===== config.mk =====
export PLATFORM = sky130hd
export DESIGN_NAME = pipeline_hazard_controller_flat
export DESIGN_NICKNAME = d
export VERILOG_FILES = /design/src/rtl/pipeline_ctrl_pkg.sv /design/src/rtl/pipeline_hazard_controller_if.sv /design/src/rtl/sat_counter.sv /design/src/rtl/pipeline_hazard_controller.sv /design/src/flat_wrapper.sv
export SDC_FILE = /design/constraint.sdc
export NUM_CORES = 1
export LEC_CHECK = 0
export CORE_ASPECT_RATIO = 1.75
export CORE_MARGIN = 4
export CORE_UTILIZATION = 49
export DETAILED_ROUTE_END_ITERATION = 8
export PLACE_DENSITY_LB_ADDON = 0.3
export SYNTH_ARGS = -nofsm -noshare
export SYNTH_HDL_FRONTEND = slang
export SYNTH_SLANG_ARGS = --single-unit

===== constraint.sdc =====
create_clock -name clk -period 6.2 [get_ports clk]
set_clock_uncertainty 0.2 [all_clocks]
set_input_delay 1.55 -clock clk [delete_from_list [all_inputs] [get_ports clk]]
set_output_delay 1.55 -clock clk [all_outputs]
set_load 0.02 [all_outputs]

===== src/rtl/pipeline_ctrl_pkg.sv =====
// Shared definitions for the pipeline hazard controller: FSM encoding and the
// per-cycle control bundle that drives the pipeline-register enable/clear pins.
package pipeline_ctrl_pkg;

  typedef enum logic [1:0] {
    StRun     = 2'd0,
    StMemWait = 2'd1,
    StTimeout = 2'd2
  } ctrl_state_e;

  typedef struct packed {
    logic pc_enable;
    logic ifid_enable;
    logic ifid_clear;
    logic idex_enable;
    logic idex_clear;
    logic exmem_enable;
    logic exmem_clear;
    logic memwb_clear;
  } ctrl_bundle_t;

  localparam ctrl_bundle_t CtrlNormal = '{
    pc_enable: 1'b1, ifid_enable: 1'b1, ifid_clear: 1'b0, idex_enable: 1'b1,
    idex_clear: 1'b0, exmem_enable: 1'b1, exmem_clear: 1'b0, memwb_clear: 1'b0
  };

  // Everything up to EX/MEM holds; MEM/WB gets a bubble so the stalled op never writes back twice.
  localparam ctrl_bundle_t CtrlFreeze = '{
    pc_enable: 1'b0, ifid_enable: 1'b0, ifid_clear: 1'b0, idex_enable: 1'b0,
    idex_clear: 1'b0, exmem_enable: 1'b0, exmem_clear: 1'b0, memwb_clear: 1'b1
  };

  localparam ctrl_bundle_t CtrlFlush = '{
    pc_enable: 1'b1, ifid_enable: 1'b1, ifid_clear: 1'b1, idex_enable: 1'b1,
    idex_clear: 1'b1, exmem_enable: 1'b1, exmem_clear: 1'b1, memwb_clear: 1'b0
  };

  localparam ctrl_bundle_t CtrlBubble = '{
    pc_enable: 1'b0, ifid_enable: 1'b0, ifid_clear: 1'b0, idex_enable: 1'b1,
    idex_clear: 1'b1, exmem_enable: 1'b1, exmem_clear: 1'b0, memwb_clear: 1'b0
  };

endpackage


===== src/rtl/pipeline_hazard_controller_if.sv =====
// Bundle between the processor datapath (master) and the hazard controller (slave).
interface pipeline_hazard_controller_if #(
  parameter int unsigned REG_W = 5,
  parameter int unsigned CNT_W = 32
);
  logic [REG_W-1:0] ifid_rs1;
  logic [REG_W-1:0] ifid_rs2;
  logic [REG_W-1:0] idex_rd;
  logic             idex_memread;
  logic             exmem_memread;
  logic             exmem_memwrite;
  logic             exmem_redirect;
  logic             mem_ready;
  logic             mem_req;
  logic             pc_enable;
  logic             ifid_enable;
  logic             ifid_clear;
  logic             idex_enable;
  logic             idex_clear;
  logic             exmem_enable;
  logic             exmem_clear;
  logic             memwb_clear;
  logic             mem_timeout;
  logic [CNT_W-1:0] stall_count;
  logic [CNT_W-1:0] flush_count;

  modport master (
    output ifid_rs1, ifid_rs2, idex_rd, idex_memread, exmem_memread, exmem_memwrite,
           exmem_redirect, mem_ready,
    input  mem_req, pc_enable, ifid_enable, ifid_clear, idex_enable, idex_clear, exmem_enable,
           exmem_clear, memwb_clear, mem_timeout, stall_count, flush_count
  );

  modport slave (
    input  ifid_rs1, ifid_rs2, idex_rd, idex_memread, exmem_memread, exmem_memwrite,
           exmem_redirect, mem_ready,
    output mem_req, pc_enable, ifid_enable, ifid_clear, idex_enable, idex_clear, exmem_enable,
           exmem_clear, memwb_clear, mem_timeout, stall_count, flush_count
  );
endinterface


===== src/rtl/sat_counter.sv =====
// Event counter that sticks at all-ones instead of wrapping.
module sat_counter #(
  parameter int unsigned CNT_W = 32
) (
  input  logic             clk_i,
  input  logic             rst_i,
  input  logic             inc_i,
  output logic [CNT_W-1:0] count_o
);
  logic [CNT_W-1:0] count_q, count_d;

  always_comb begin
    count_d = count_q;
    if (inc_i && (count_q != '1)) begin
      count_d = count_q + CNT_W'(1);
    end
  end

  always_ff @(posedge clk_i or posedge rst_i) begin
    if (rst_i) begin
      count_q <= '0;
    end else begin
      count_q <= count_d;
    end
  end

  assign count_o = count_q;
endmodule


===== src/rtl/pipeline_hazard_controller.sv =====
// Five-stage pipeline sequencer: load-use bubbles, redirect squashes, memory-wait freeze
// with timeout, plus saturating stall/flush event counters.
module pipeline_hazard_controller
  import pipeline_ctrl_pkg::*;
#(
  parameter int unsigned REG_W      = 5,
  parameter int unsigned CNT_W      = 32,
  parameter int unsigned WAIT_LIMIT = 16
) (
  input logic                         clk,
  input logic                         reset,
  pipeline_hazard_controller_if.slave bus
);
  localparam int unsigned WaitW = $clog2(WAIT_LIMIT + 1);

  ctrl_state_e      state_q, state_d;
  logic [WaitW-1:0] wait_q, wait_d, wait_next;
  ctrl_bundle_t     ctrl;
  logic [REG_W-1:0] ex_rd;
  logic             mem_op, mem_stall, load_use, flush_inc, stall_inc;

  assign ex_rd     = bus.idex_rd;
  assign mem_op    = bus.exmem_memread | bus.exmem_memwrite;
  assign mem_stall = mem_op & ~bus.mem_ready;
  // rs2 is compared even for I-type; an occasional false stall is cheaper than decoding.
  assign load_use  = bus.idex_memread && (ex_rd != '0) &&
                     ((ex_rd == bus.ifid_rs1) || (ex_rd == bus.ifid_rs2));

  always_comb begin
    ctrl      = CtrlNormal;
    state_d   = state_q;
    wait_d    = wait_q;
    wait_next = (state_q == StRun) ? WaitW'(1) : wait_q + WaitW'(1);
    flush_inc = 1'b0;
    if (state_q == StTimeout) begin
      ctrl = CtrlFreeze;
    end else if (mem_stall) begin
      ctrl    = CtrlFreeze;
      wait_d  = wait_next;
      state_d = (wait_next >= WaitW'(WAIT_LIMIT)) ? StTimeout : StMemWait;
    end else begin
      state_d = StRun;
      wait_d  = '0;
      if (bus.exmem_redirect) begin
        ctrl      = CtrlFlush;
        flush_inc = 1'b1;
      end else if (load_use) begin
        ctrl = CtrlBubble;
      end
    end
    // Reset overrides combinationally so the pins are safe before any clock edge.
    if (reset) begin
      ctrl      = CtrlNormal;
      flush_inc = 1'b0;
    end
  end

  assign stall_inc = ~ctrl.pc_enable & ~reset;

  always_ff @(posedge clk or posedge reset) begin
    if (reset) begin
      state_q <= StRun;
      wait_q  <= '0;
    end else begin
      state_q <= state_d;
      wait_q  <= wait_d;
    end
  end

  assign bus.mem_req      = mem_op && (state_q != StTimeout) && !reset;
  assign bus.mem_timeout  = (state_q == StTimeout);
  assign bus.pc_enable    = ctrl.pc_enable;
  assign bus.ifid_enable  = ctrl.ifid_enable;
  assign bus.ifid_clear   = ctrl.ifid_clear;
  assign bus.idex_enable  = ctrl.idex_enable;
  assign bus.idex_clear   = ctrl.idex_clear;
  assign bus.exmem_enable = ctrl.exmem_enable;
  assign bus.exmem_clear  = ctrl.exmem_clear;
  assign bus.memwb_clear  = ctrl.memwb_clear;

  sat_counter #(
    .CNT_W(CNT_W)
  ) u_stall_cnt (
    .clk_i  (clk),
    .rst_i  (reset),
    .inc_i  (stall_inc),
    .count_o(bus.stall_count)
  );

  sat_counter #(
    .CNT_W(CNT_W)
  ) u_flush_cnt (
    .clk_i  (clk),
    .rst_i  (reset),
    .inc_i  (flush_inc),
    .count_o(bus.flush_count)
  );
endmodule


===== src/flat_wrapper.sv =====
// flat-port wrapper written by rule: the top's interface ports become plain ports
module pipeline_hazard_controller_flat import pipeline_ctrl_pkg::*;
#(
  parameter int unsigned REG_W      = 5,
  parameter int unsigned CNT_W      = 32,
  parameter int unsigned WAIT_LIMIT = 16
)
  (clk, reset, bus_ifid_rs1, bus_ifid_rs2, bus_idex_rd, bus_idex_memread, bus_exmem_memread, bus_exmem_memwrite, bus_exmem_redirect, bus_mem_ready, bus_mem_req, bus_pc_enable, bus_ifid_enable, bus_ifid_clear, bus_idex_enable, bus_idex_clear, bus_exmem_enable, bus_exmem_clear, bus_memwb_clear, bus_mem_timeout, bus_stall_count, bus_flush_count);
  pipeline_hazard_controller_if #(.REG_W(REG_W), .CNT_W(CNT_W)) bus_i ();
  input logic clk;
  input logic reset;
  input wire logic [$bits(bus_i.ifid_rs1)-1:0] bus_ifid_rs1;
  input wire logic [$bits(bus_i.ifid_rs2)-1:0] bus_ifid_rs2;
  input wire logic [$bits(bus_i.idex_rd)-1:0] bus_idex_rd;
  input wire logic [$bits(bus_i.idex_memread)-1:0] bus_idex_memread;
  input wire logic [$bits(bus_i.exmem_memread)-1:0] bus_exmem_memread;
  input wire logic [$bits(bus_i.exmem_memwrite)-1:0] bus_exmem_memwrite;
  input wire logic [$bits(bus_i.exmem_redirect)-1:0] bus_exmem_redirect;
  input wire logic [$bits(bus_i.mem_ready)-1:0] bus_mem_ready;
  output wire logic [$bits(bus_i.mem_req)-1:0] bus_mem_req;
  output wire logic [$bits(bus_i.pc_enable)-1:0] bus_pc_enable;
  output wire logic [$bits(bus_i.ifid_enable)-1:0] bus_ifid_enable;
  output wire logic [$bits(bus_i.ifid_clear)-1:0] bus_ifid_clear;
  output wire logic [$bits(bus_i.idex_enable)-1:0] bus_idex_enable;
  output wire logic [$bits(bus_i.idex_clear)-1:0] bus_idex_clear;
  output wire logic [$bits(bus_i.exmem_enable)-1:0] bus_exmem_enable;
  output wire logic [$bits(bus_i.exmem_clear)-1:0] bus_exmem_clear;
  output wire logic [$bits(bus_i.memwb_clear)-1:0] bus_memwb_clear;
  output wire logic [$bits(bus_i.mem_timeout)-1:0] bus_mem_timeout;
  output wire logic [$bits(bus_i.stall_count)-1:0] bus_stall_count;
  output wire logic [$bits(bus_i.flush_count)-1:0] bus_flush_count;
  assign bus_i.ifid_rs1 = bus_ifid_rs1;
  assign bus_i.ifid_rs2 = bus_ifid_rs2;
  assign bus_i.idex_rd = bus_idex_rd;
  assign bus_i.idex_memread = bus_idex_memread;
  assign bus_i.exmem_memread = bus_exmem_memread;
  assign bus_i.exmem_memwrite = bus_exmem_memwrite;
  assign bus_i.exmem_redirect = bus_exmem_redirect;
  assign bus_i.mem_ready = bus_mem_ready;
  assign bus_mem_req = bus_i.mem_req;
  assign bus_pc_enable = bus_i.pc_enable;
  assign bus_ifid_enable = bus_i.ifid_enable;
  assign bus_ifid_clear = bus_i.ifid_clear;
  assign bus_idex_enable = bus_i.idex_enable;
  assign bus_idex_clear = bus_i.idex_clear;
  assign bus_exmem_enable = bus_i.exmem_enable;
  assign bus_exmem_clear = bus_i.exmem_clear;
  assign bus_memwb_clear = bus_i.memwb_clear;
  assign bus_mem_timeout = bus_i.mem_timeout;
  assign bus_stall_count = bus_i.stall_count;
  assign bus_flush_count = bus_i.flush_count;
  pipeline_hazard_controller #(.REG_W(REG_W), .CNT_W(CNT_W), .WAIT_LIMIT(WAIT_LIMIT)) u_core (.clk(clk), .reset(reset), .bus(bus_i));
endmodule

==> results of run 1 <==
==> cell usage after synthesis (2+ instances only) <==
library cell  count
nor4_1            8
and3_1            5
inv_1            10
or3_1             2
mux2_2            2
dfrtp_1          70
xor2_1           39
nand3_2           2
xnor2_2           2
nand3_1          18
nor2_1           26
a21oi_2           2
xnor2_1          34
or4_4             2
nand2_1          34
buf_2             3
o31ai_1           2
nor3_1           19
nor3b_1           2
and2_1            2
ha_1              3
nand4_1          22
o21ai_0           5
buf_4             3
and4_1            6
==> report_power, final <==
part | switching (mW) | internal, mW
registers | 0.0448 | 0.490
logic | 0.112 | 0.107
clock network | 0.181 | 0.362
==> metrics by stage <==
stage / utilization (%) / hold slack, ns / cells
2_1_floorplan: - / 0.283 / 344
3_3_place_gp: 65.8 / 0.271 / 517
3_5_place_dp: 65.8 / 0.277 / 517
4_1_cts: 70.3 / 0.286 / 533
5_1_grt: 70.3 / 0.305 / 533
6_report: 70.3 / 0.280 / 533
==> cell type report <==
| cell class | count | area, sq um | share of cell area, % |
|---|---|---|---|
| Inverter | 10 | 37.5 | 0.767 |
| Clock inverter | 4 | 70.1 | 1.43 |
| Timing Repair Buffer | 97 | 966 | 19.7 |
| Multi-Input combinational cell | 256 | 1720 | 35.1 |
| Sequential cell | 70 | 1750 | 35.8 |
| Clock buffer | 12 | 246 | 5.04 |
| Tap cell | 84 | 105 | 2.15 |
==> state kept, by name (all words and copies together), names as in the netlist <==
name / count
u_core.state_q: 1
u_core.u_flush_cnt.count_o: 32
u_core.u_stall_cnt.count_o: 32
u_core.wait_q: 5
==> kinds of logic after synthesis <==
| kind of cell | Yosys count | synth area share [%] |
|---|---|---|
| xor+xnor | 75 | 18.9 |
| flops | 70 | 49.2 |
| fa+ha+maj | 3 | 1.06 |
| buf+inv | 18 | 2.53 |
| compound gates | 20 | 4.54 |
| mux | 2 | 0.633 |
| simple gates | 156 | 23.1 |
==> metal layers <==
metal	global-route usage, %	vias to the layer above	share of wire [%]
met4	8.43	0	2.8
met5	0	-	0
met2	37.3	83	56
met3	5.57	20	4.0
li1	-	1404	-
met1	21.9	1418	37
==> worst max-delay path: stages <==
cell,delay (ns)
clkdlybuf4s50_1,0.47
or4_1,0.53
o21ai_0,0.31
nor3_1,0.10
a21oi_2,0.23
clkdlybuf4s50_1,0.65
==> worst min path at each step <==
stage	end	slack [ns]	depth (start not counted)
after floorplan	u_core.wait_q[3]	0.28	2
after global placement	u_core.u_flush_cnt.count_o[23]	0.27	1
after detailed placement	u_core.u_flush_cnt.count_o[23]	0.28	1
after CTS	u_core.u_stall_cnt.count_o[23]	0.29	1
after global routing	u_core.u_flush_cnt.count_o[5]	0.30	1
final	u_core.u_stall_cnt.count_o[23]	0.28	1
==> cell usage in the layout, fill, tap and decap left out, drive strengths merged, types with 10 or more instances in the layout <==
master	n
clkbuf	12
clkdlybuf4s50	95
dfrtp	70
inv	10
nand2	34
nand3	20
nand4	22
nor2	26
nor3	19
xnor2	36
xor2	39
==> flow_metrics.py, run 1 <==
metrics = {
    "sta": {
        "max_freq_mhz": 178,
        "tns_ns": 0,
        "setup_slack_ns": 0.595,
        "fin_crit_sh_pct": 90.4,
        "setup_viol": 0,
        "min_period_ns": 5.60,
        "worst_pin_slew_ns": 1.04,
        "slew_violations": 0,
        "rsz0062_at_grt": "false",
        "slew_headroom_pct": 30.5,
        "hold_violations": 0,
    },
    "synthesis": {
        "ys_ff_latch": 70,
        "async_flop_share_pct": 100,
        "syn_inst": 344,
        "synth_warnings": 0,
        "synth_top_area_cell": "dfrtp_1",
        "synth_edf_count": 0,
        "ys_seq_area_share_pct": 49.2,
        "syn_area_sq_um": 3560,
        "synth_area_leaders": "dfrtp_1 (49%), xor2_1 (9.6%), xnor2_1 (8.4%), nand4_1 (3.9%), nand2_1 (3.6%)",
        "synth_top_area_share_pct": 49.2,
        "ys_types": 46,
        "syn_avg_cell_area_sq_um": 10.3,
        "syn-num-nets": 369,
        "ys.flop_type": "dfrtp_1",
    },
    "die": {
        "dieArea_sq_um": 8740,
        "start_util_pct": 51.1,
        "dieWidth_um": 72.4,
        "rows": 40,
        "die_h_um": 121,
        "core_area_sq_um": 6960,
        "ios": 96,
    },
    "worst_setup_path": {
        "timing.rr.end": "u_core.u_stall_cnt.count_o[27]",
        "critPathKind": "input pin to output port",
        "critPathLaunchType": "input pin",
        "crit_fanout": 3,
        "crit_path_end": "bus_pc_enable",
        "arrival_ns": 3.85,
        "reg2regPathDepth": 7,
        "cp-end-kind": "output port",
        "worstPathRequired_ns": 4.45,
        "cp-startpoint": "bus_idex_rd[0]",
        "rrSetupSlack_ns": 3.39,
        "r2r_start": "u_core.state_q[0]",
    },
    "run": {
        "drv_cap": 0,
    },
    "layout": {
        "drive_above_1_share_pct": 7.80,
        "nNetsFinal": 469,
        "area_growth_pct": 37.5,
        "n_fill_cell": 544,
        "antenna_cells": 0,
        "fin_area_sq_um": 4890,
    },
    "global_route": {
        "grt_pass1_wl_mm": 14.2,
        "grt_overflow": 0,
        "grt_max_degree": 71,
        "globalRouteTotalUtil_pct": 20.6,
        "grt_antenna_before_repair": 0,
        "first_global_vias": 3079,
    },
    "cts": {
        "cts_setup_buffers": 0,
        "cts_tree": "built",
        "cts_resized": 0,
        "cts_hold_buffers": 0,
        "clkTransAtPathRegs_ns": 0.05,
        "clockBufferDepth": 2,
        "cts_buffers": 9,
        "clk_latency_ns": 0.33,
        "clkSinkCount": 70,
        "h-tree-depth": 3,
        "cts_root_buf": "clkbuf_16",
    },
    "power": {
        "leakagePower_nw": 2.12,
        "ir_drop_uv": 190,
        "power_mw": 1.30,
        "powerDensity_nw_per_um2": 265,
    },
    "detailed_routing": {
        "wire_per_inst_um": 15.8,
        "firstDrtPassIters": 4,
        "vias": 2925,
        "postRouteAntennaNets": 0,
        "detail_route.iter0.violations": 143,
        "detail_route.wirelength_mm": 8.42,
        "via_per_inst": 5.49,
        "drc_errors": 0,
    },
    "place": {
        "place_ws_ns": 0.588,
        "place_area_sq_um": 4580,
        "numPortBuffers": 95,
        "place_congestion": 0.828,
        "dpl.hpwl_mm": 6.20,
    },
    "worst_hold_path": {
        "min_from": "u_core.u_stall_cnt.count_o[23]",
        "hold_path_class": "flop to flop",
    },
    "run_status": {
        "status": "finished, final reports clean",
    },
}
(Power assumes the default switching activity.)
==> inputs of run 2 (changes only) <==
--- a/config.mk
+++ b/config.mk
@@ -5,9 +5,10 @@
 export SDC_FILE = /design/constraint.sdc
 export NUM_CORES = 1
 export LEC_CHECK = 0
+export CAP_MARGIN = 20
 export CORE_ASPECT_RATIO = 1.75
 export CORE_MARGIN = 4
-export CORE_UTILIZATION = 49
+export CORE_UTILIZATION = 45
 export DETAILED_ROUTE_END_ITERATION = 8
 export PLACE_DENSITY_LB_ADDON = 0.3
 export SYNTH_ARGS = -nofsm -noshare
==> flow_metrics.py, run 2 (synthesis gave the netlist of run 1 again) <==
metrics = {
    "cts": {
        "clk_latency_ns": 0.33,
        "cts_buffers": 9,
        "clkTransAtPathRegs_ns": 0.05,
        "cts_hold_buffers": 0,
        "cts_setup_buffers": 0,
        "clockBufferDepth": 2,
        "cts_resized": 0,
        "cts_root_buf": "clkbuf_16",
        "h-tree-depth": 3,
        "clkSinkCount": 70,
        "cts_tree": "built",
    },
    "global_route": {
        "grt_antenna_before_repair": 0,
        "grt-busiest-layer": "met2",
        "globalRouteTotalUtil_pct": 19.8,
        "use_met3_pct": 5.66,
        "use_met1_pct": 22.1,
        "grt_overflow": 0,
        "grt_max_degree": 71,
        "grt_pass1_wl_mm": 14.5,
        "first_global_vias": 3108,
        "use_met2_pct": 34.0,
    },
    "layout": {
        "nNetsFinal": 469,
        "n_fill_cell": 629,
        "multi_input_area_sq_um": 1720,
        "final_cell_mix": "clkdlybuf4s50_1 (95), dfrtp_1 (70), xor2_1 (39)",
        "antenna_cells": 0,
        "final_util_pct": 63.9,
        "final_common_cell": "clkdlybuf4s50_1",
        "fin_area_sq_um": 4870,
        "seqCellArea_sq_um": 1750,
        "area_growth_pct": 36.9,
        "drive_above_1_share_pct": 8.04,
    },
    "detailed_routing": {
        "drc_errors": 0,
        "via_per_inst": 5.42,
        "firstDrtPassIters": 4,
        "wire_per_inst_um": 16.1,
        "detail_route.wirelength_mm": 8.63,
        "postRouteAntennaNets": 0,
        "detail_route.iter0.violations": 167,
        "vias": 2905,
    },
    "sta": {
        "max_freq_mhz": 178,
        "min_period_ns": 5.62,
        "rsz0062_at_grt": "false",
        "hold_violations": 0,
        "worst_pin_slew_ns": 1.04,
        "tns_ns": 0,
        "slew_violations": 0,
        "slew_headroom_pct": 30.5,
        "fin_crit_sh_pct": 90.6,
        "setup_viol": 0,
    },
    "place": {
        "place_congestion": 0.804,
        "place_area_sq_um": 4580,
        "numPortBuffers": 95,
        "dpl.hpwl_mm": 6.38,
    },
    "die": {
        "die_h_um": 126,
        "dieArea_sq_um": 9450,
        "start_util_pct": 46.7,
        "rows": 42,
        "ios": 96,
        "core_area_sq_um": 7620,
        "dieWidth_um": 75.2,
    },
    "worst_setup_path": {
        "r2r_start": "u_core.state_q[0]",
        "reg2regPathDepth": 7,
        "crit_fanout": 3,
        "critPathLaunchType": "input pin",
        "cp-startpoint": "bus_idex_rd[3]",
        "worstPathRequired_ns": 4.45,
        "rrSetupSlack_ns": 3.38,
        "timing.rr.end": "u_core.u_stall_cnt.count_o[25]",
        "arrival_ns": 3.87,
        "cp-end-kind": "output port",
        "critPathKind": "input pin to output port",
    },
    "power": {
        "powerDensity_nw_per_um2": 258,
        "leakagePower_nw": 2.11,
        "ir_drop_uv": 225,
    },
    "run_status": {
        "status": "finished, final reports clean",
    },
    "worst_hold_path": {
        "min_from": "u_core.u_stall_cnt.count_o[23]",
        "holdPathEnd": "u_core.u_stall_cnt.count_o[23]",
        "hold_path_class": "flop to flop",
        "hold_depth": 1,
    },
    "run": {
        "drv_cap": 0,
    },
}
-- run 2: changes by cell type in the layout (fill, tap and decap cells not counted), sizes merged --
cell    delta
clkbuf     -2
bufinv     -1
clkinv     +2
-- run 2: layer usage --
layer,share of wire (%),vias to the layer above
met5,0,-
met4,2.9,0
met3,4.4,20
met2,54,78
met1,38,1405
li1,-,1402
-- run 2: worst max path at each step --
stage | to | slack [ns] | cells after the start
after detailed placement | bus_ifid_enable | 0.58 | 6
final | bus_ifid_enable | 0.58 | 6
after global routing | bus_ifid_enable | 0.46 | 6
after CTS | bus_ifid_enable | 0.57 | 6
after global placement | bus_pc_enable | 0.61 | 6
after floorplan | bus_ifid_clear | 0.42 | 4
-- run 2: through the flow --
step | instances | hold WS (ns) | setup slack, ns | power (mW)
finish | 536 | 0.288 | 0.583 | 1.26
global route | 536 | 0.312 | 0.459 | 1.32
CTS | 536 | 0.290 | 0.570 | 1.27
detailed placement | 521 | 0.279 | 0.581 | 0.763
global placement | 521 | 0.272 | 0.608 | 0.757
floorplan | 344 | 0.283 | 0.421 | 0.651
-- run 2: layout make-up --
class / instances / area share [%]
multi-input cells: 256 / 35.2
clock inverters: 5 / 1.03
repair buffers: 97 / 19.8
flip-flops and latches: 70 / 36.0
inverters: 10 / 0.771
clock buffers: 10 / 4.91
well taps: 88 / 2.26
-- run 2: report_power, final --
group	total, mW	switching, mW	internal [mW]
Sequential	0.535	0.0450	0.490
Combinational	0.219	0.112	0.107
Clock	0.503	0.186	0.317
-- run 2: critical path, stage by stage --
cell	delay [ns]
clkdlybuf4s50_1	0.47
or4_1	0.53
o21ai_0	0.32
nor3_1	0.10
a21oi_2	0.24
clkdlybuf4s50_1	0.65
